<file path="src/rtl/map_bus_arbiter.sv">
// map_bus_arbiter: debounced, locked, conflict-checked mux of N_CH mapper channels onto the shared CPU/ROM/BSRAM buses
module map_bus_arbiter #(
    parameter int              N_CH          = 6,
    parameter int              ROM_AW        = 24,
    parameter int              RAM_AW        = 20,
    parameter int              SETTLE_CYCLES = 16,
    parameter int              REG_OUT       = 0,
    parameter logic [N_CH-1:0] TURBO_DENY    = N_CH'(6'b001010)
) (
    input  logic                        MCLK,
    input  logic                        RESET_N,
    input  logic                        RELOCK,
    input  logic [N_CH-2:0]             MAP_ACTIVE,
    input  logic [8*N_CH-1:0]           CH_DO,
    input  logic [N_CH-1:0]             CH_IRQ_N,
    input  logic [ROM_AW*N_CH-1:0]      CH_ROM_ADDR,
    input  logic [N_CH-1:0]             CH_ROM_CE_N,
    input  logic [N_CH-1:0]             CH_ROM_OE_N,
    input  logic [N_CH-1:0]             CH_ROM_WORD,
    input  logic [RAM_AW*N_CH-1:0]      CH_BSRAM_ADDR,
    input  logic [8*N_CH-1:0]           CH_BSRAM_D,
    input  logic [N_CH-1:0]             CH_BSRAM_CE_N,
    input  logic [N_CH-1:0]             CH_BSRAM_OE_N,
    input  logic [N_CH-1:0]             CH_BSRAM_WE_N,
    output logic [7:0]                  DI,
    output logic                        IRQ_N,
    output logic [ROM_AW-1:0]           ROM_ADDR,
    output logic                        ROM_CE_N,
    output logic                        ROM_OE_N,
    output logic                        ROM_WORD,
    output logic [RAM_AW-1:0]           BSRAM_ADDR,
    output logic [7:0]                  BSRAM_D,
    output logic                        BSRAM_CE_N,
    output logic                        BSRAM_OE_N,
    output logic                        BSRAM_WE_N,
    output logic [$clog2(N_CH)-1:0]     SEL,
    output logic                        LOCKED,
    output logic                        CONFLICT,
    output logic                        TURBO_ALLOW
);
    localparam int SW = $clog2(N_CH);
    localparam logic [7:0] CNT_LAST = 8'(SETTLE_CYCLES - 1);

    typedef enum logic {SETTLE, LOCK} state_t;

    typedef struct packed {
        logic [7:0]        di;
        logic              irq_n;
        logic [ROM_AW-1:0] rom_addr;
        logic              rom_ce_n;
        logic              rom_oe_n;
        logic              rom_word;
        logic [RAM_AW-1:0] bsram_addr;
        logic [7:0]        bsram_d;
        logic              bsram_ce_n;
        logic              bsram_oe_n;
        logic              bsram_we_n;
    } bus_t;

    localparam bus_t IDLE = '{di: 8'h00, irq_n: 1'b1, rom_addr: '0, rom_ce_n: 1'b1,
                              rom_oe_n: 1'b1, rom_word: 1'b0, bsram_addr: '0, bsram_d: 8'h00,
                              bsram_ce_n: 1'b1, bsram_oe_n: 1'b1, bsram_we_n: 1'b1};

    state_t          state_q, state_d;
    logic [7:0]      cnt_q, cnt_d;
    logic [N_CH-2:0] snap_q, snap_d;
    logic [SW-1:0]   sel_q, sel_d;
    logic            conflict_q, conflict_d;
    int              n_req;
    logic [SW-1:0]   req_idx;
    bus_t            mux_c;
    bus_t            bus;

    // Decode the settled snapshot: count requests and remember the highest requester
    always_comb begin
        n_req   = 0;
        req_idx = '0;
        for (int i = 1; i < N_CH; i++) begin
            if (snap_q[i-1]) begin
                n_req   = n_req + 1;
                req_idx = SW'(i);
            end
        end
    end

    // Next state: RELOCK dominates; SETTLE debounces MAP_ACTIVE and locks once stable long enough
    always_comb begin
        state_d    = state_q;
        cnt_d      = cnt_q;
        snap_d     = snap_q;
        sel_d      = sel_q;
        conflict_d = conflict_q;
        if (RELOCK) begin
            state_d = SETTLE;
            cnt_d   = 8'd0;
            snap_d  = MAP_ACTIVE;
        end else if (state_q == SETTLE) begin
            if (MAP_ACTIVE != snap_q) begin
                snap_d = MAP_ACTIVE;
                cnt_d  = 8'd0;
            end else begin
                cnt_d = (cnt_q == 8'hFF) ? cnt_q : cnt_q + 8'd1;
                if (cnt_q == CNT_LAST) begin
                    state_d    = LOCK;
                    sel_d      = (n_req == 1) ? req_idx : '0;
                    conflict_d = conflict_q | (n_req > 1);
                end
            end
        end
    end

    // Control state registers
    always_ff @(posedge MCLK or negedge RESET_N) begin
        if (!RESET_N) begin
            state_q    <= SETTLE;
            cnt_q      <= 8'd0;
            snap_q     <= '0;
            sel_q      <= '0;
            conflict_q <= 1'b0;
        end else begin
            state_q    <= state_d;
            cnt_q      <= cnt_d;
            snap_q     <= snap_d;
            sel_q      <= sel_d;
            conflict_q <= conflict_d;
        end
    end

    // Bus mux: locked channel's slices in LOCK, idle values otherwise
    always_comb begin
        mux_c = IDLE;
        if (state_q == LOCK) begin
            for (int k = 0; k < N_CH; k++) begin
                if (sel_q == SW'(k)) begin
                    mux_c.di         = CH_DO[8*k +: 8];
                    mux_c.irq_n      = CH_IRQ_N[k];
                    mux_c.rom_addr   = CH_ROM_ADDR[ROM_AW*k +: ROM_AW];
                    mux_c.rom_ce_n   = CH_ROM_CE_N[k];
                    mux_c.rom_oe_n   = CH_ROM_OE_N[k];
                    mux_c.rom_word   = CH_ROM_WORD[k];
                    mux_c.bsram_addr = CH_BSRAM_ADDR[RAM_AW*k +: RAM_AW];
                    mux_c.bsram_d    = CH_BSRAM_D[8*k +: 8];
                    mux_c.bsram_ce_n = CH_BSRAM_CE_N[k];
                    mux_c.bsram_oe_n = CH_BSRAM_OE_N[k];
                    mux_c.bsram_we_n = CH_BSRAM_WE_N[k];
                end
            end
        end
    end

    generate
        if (REG_OUT != 0) begin : g_reg
            bus_t bus_q;
            // Optional output stage; resets straight to idle so reset still clears the bus at once
            always_ff @(posedge MCLK or negedge RESET_N) begin
                if (!RESET_N) bus_q <= IDLE;
                else          bus_q <= mux_c;
            end
            assign bus = bus_q;
        end else begin : g_comb
            assign bus = mux_c;
        end
    endgenerate

    assign DI          = bus.di;
    assign IRQ_N       = bus.irq_n;
    assign ROM_ADDR    = bus.rom_addr;
    assign ROM_CE_N    = bus.rom_ce_n;
    assign ROM_OE_N    = bus.rom_oe_n;
    assign ROM_WORD    = bus.rom_word;
    assign BSRAM_ADDR  = bus.bsram_addr;
    assign BSRAM_D     = bus.bsram_d;
    assign BSRAM_CE_N  = bus.bsram_ce_n;
    assign BSRAM_OE_N  = bus.bsram_oe_n;
    assign BSRAM_WE_N  = bus.bsram_we_n;
    assign SEL         = sel_q;
    assign LOCKED      = (state_q == LOCK);
    assign CONFLICT    = conflict_q;
    assign TURBO_ALLOW = (state_q == LOCK) & ~TURBO_DENY[sel_q];
endmodule
</file>
<file path="config.mk">
export PLATFORM = sky130hd
export DESIGN_NAME = map_bus_arbiter
export DESIGN_NICKNAME = d
export VERILOG_FILES = /design/src/rtl/map_bus_arbiter.sv
export SDC_FILE = /design/constraint.sdc
export NUM_CORES = 1
export LEC_CHECK = 0
export ABC_AREA = 1
export BUFFER_PORTS_ARGS = -buffer_cell sky130_fd_sc_hd__clkbuf_2
export CAP_MARGIN = 20
export CORE_AREA = 2 2 189 191
export DETAILED_ROUTE_END_ITERATION = 8
export DIE_AREA = 0 0 191 193
export GPL_ROUTABILITY_DRIVEN = 0
export GPL_TIMING_DRIVEN = 0
export PLACE_DENSITY = 0.46
export SYNTH_ARGS = -nofsm -noshare
export SYNTH_HDL_FRONTEND = slang
export SYNTH_SLANG_ARGS = --single-unit
</file>
<file path="constraint.sdc">
create_clock -name MCLK -period 2.6 [get_ports MCLK]
set_clock_uncertainty 0.15 [all_clocks]
set_input_delay 0.52 -clock MCLK [delete_from_list [all_inputs] [get_ports MCLK]]
set_output_delay 0.52 -clock MCLK [all_outputs]
set_load 0.05 [all_outputs]
</file>
==> flow_summary.json <==
{
  "cp.buffers_inverters": 5,
  "hold_viol_final": 0,
  "min_period_over_period_pct": 107,
  "crit_path_start_kind": "register",
  "rows": 69,
  "period_needed_ns": 2.77,
  "core_um2": 35000,
  "htreeDepth": 1,
  "vias_per_cell": 4.39,
  "ys.flop_type": "dfrtp_1",
  "finalMaxSlewViolations": 0,
  "pre_cts_slack_ns": -0.726,
  "rrSetupSlack_ns": 0.14,
  "drc": 0,
  "hold_buffers": 0,
  "worst_slack_ns": -0.174,
  "dieHeight_um": 193,
  "grt.total_usage_pct": 17.4,
  "worst_pin_slew_ns": 0.660,
  "rr_endpoint": "CONFLICT",
  "cpPeakStageDelay_ns": 0.43,
  "synth_nets": 1256,
  "fin_nets": 1774,
  "hp-class": "input port to asynchronous set/reset pin",
  "clk_path_buf_depth": 2,
  "synthCells": 840,
  "wl_per_cell_um": 19.5,
  "ys_seq_area_share_pct": 10.5,
  "antenna_found_initial": 5,
  "synth-edff-count": 0,
  "cts_tree": "yes",
  "cts_sinks": 18,
  "crit_family": "buffers and inverters",
  "clk_pin_slew_ns": 0.06,
  "first_iter_violations": 280,
  "start_util_pct": 12.3,
  "hold_slack_ns": 0.0681,
  "power_leakage_nw": 4.89,
  "fmax_mhz": 360,
  "worst_ep_arrival_time_ns": 2.10,
  "r2r-start": "snap_q[0]",
  "die_w_um": 191,
  "grt_max_degree": 19,
  "place_area_um2": 7770,
  "path_common_cell": "buf_4",
  "drv_cap": 0,
  "finalPower_mw": 1.28,
  "netlist-cell-type-count": 29,
  "post_route_cells_drive_above_1_share_pct": 59.0,
  "design_area_um2": 10100,
  "relSlewSlack_pct": 56.0,
  "path_cells": "inv_4 -> buf_4 -> nor3_4 -> buf_12 -> buf_4 -> a21oi_1 -> a31oi_2 -> clkbuf_8",
  "violations": "negative setup slack",
  "first_global_vias": 7934,
  "clk_latency_ns": 0.25,
  "path_class": "register to primary output",
  "ys_ff_latch": 18,
  "hpwl_um": 28500,
  "grt_overflow_total": 0,
  "powerDensity_nw_per_um2": 127,
  "r2r_cells": 15,
  "ys.warnings.count": 0,
  "ant_nets": 0,
  "synthToLayoutAreaGrowth_pct": 136,
  "async_flop_share_pct": 100,
  "status": "finished, violations left",
  "cts-root-buf": "clkbuf_16",
  "drt-total-wl_um": 35600,
  "fin_tns_setup_ns": -5.51,
  "netlist_area_um2": 4280,
  "critical_path.max_fanout": 10,
  "cp.required_ns": 1.93,
  "rsz0062_at_grt": "yes",
  "routed-via-count": 8004,
  "numCtsBuffers": 3,
  "syn-mean-instance-area_um2": 5.10,
  "ios": 483,
  "drt_first_pass_iters": 5,
  "endpoint_kind": "primary output",
  "max-vdd-ir-drop_v": 0.000188,
  "finalSetupViolCount": 67,
  "numPortBuffers": 482,
  "critPathSlowestCell": "dfrtp_2",
  "die-area_um2": 36900,
  "grt_pass1_wl_um": 48100
}
## cells in the mapped netlist (3+ instances only)
library cell  count  area share (%)
o211ai_1          6             1.1
nand3_1          90              11
nor3_1            7            0.82
inv_2             6            0.53
a21oi_1          71             8.3
nand2_1         297              26
nor3_2            3            0.70
clkbuf_1         28             2.5
a31oi_1          61             8.9
inv_1            47             4.1
dfrtp_1          18              11
o21ai_1          48             5.6
buf_2            26             3.0
o21ai_0          83             9.7
buf_4             7             1.2
ha_1              6             1.8
nor2_1           19             1.7
nand4_1           4            0.58
buf_6             3            0.79
## cell type report
| type | count | area, µm² |
|---|---|---|
| diodes | 6 | 15.0 |
| plain buffers | 65 | 694 |
| clock buffers | 4 | 88.8 |
| fillers | 3923 | 24900 |
| inverters | 53 | 206 |
| multi-input cells | 704 | 4630 |
| flip-flops and latches | 18 | 457 |
| well taps | 461 | 577 |
| repair buffers | 513 | 3440 |
## what timing repair did
action,CTS,global route
buffers inserted,19,5
setup endpoints to repair,71,71
gates cloned,0,7
pin swaps,6,57
gates resized for setup,344,211
## placed cells by master (no fill, tap or decap), drive strengths merged, types with 4 or more instances in the layout
cell type	netlist	final
nand2	298	298
diode	0	6
nor3	10	10
o21ai	131	131
clkbuf	28	467
dfrtp	18	18
nor2	21	21
ha	6	6
a21oi	71	71
o211ai	6	6
buf	37	115
nand4	4	4
nand3	90	90
a31oi	61	61
inv	53	53
## cell families after synthesis
logic type / share of synthesized area, %
and+or+nand+nor: 41.4
buffers and inverters: 12.2
AOI/OAI and AO/OA: 33.7
DFF: 10.5
xor gates and xnor gates: 0.409
adders and majority gates: 1.75
## metrics by stage
| stage | std cells | util (%) |
|---|---|---|
| after floorplan | 840 | - |
| after global placement | 1783 | 22.2 |
| after detailed placement | 1783 | 22.2 |
| after CTS | 1806 | 26.3 |
| after global routing | 1823 | 28.9 |
| final | 1824 | 28.9 |
## where the power goes
part | leakage [nW] | internal, mW | total (mW) | switching, mW
clock | 0.0442 | 0.235 | 0.353 | 0.118
sequential | 0.227 | 0.286 | 0.291 | 0.00536
combinational | 4.62 | 0.336 | 0.635 | 0.299
## flip-flops by register name, summed over array words and instances, names as in the netlist
signal,count
LOCKED,1
CONFLICT,1
SEL,3
snap_q,5
cnt_q,8
## worst max path at each step
stage / slack, ns / startpoint / depth (start not counted) / to
global placement: -0.71 / LOCKED / 5 / ROM_ADDR[7]
finish: -0.17 / SEL[2] / 8 / BSRAM_ADDR[12]
floorplan: 0.01 / SEL[2] / 6 / BSRAM_ADDR[0]
detailed placement: -0.73 / LOCKED / 5 / ROM_ADDR[7]
global route: -0.22 / SEL[2] / 10 / ROM_ADDR[2]
CTS: -0.15 / SEL[2] / 10 / BSRAM_ADDR[12]
## layer usage
metal	part of all wire, %	global-route usage, %	vias to the layer above
met2	54	33.2	308
met3	5.5	2.19	29
met5	0	0	-
li1	-	-	3920
met4	1.2	4.86	0
met1	39	20.2	3747
Note: power is estimated with default switching activity, not from simulation.
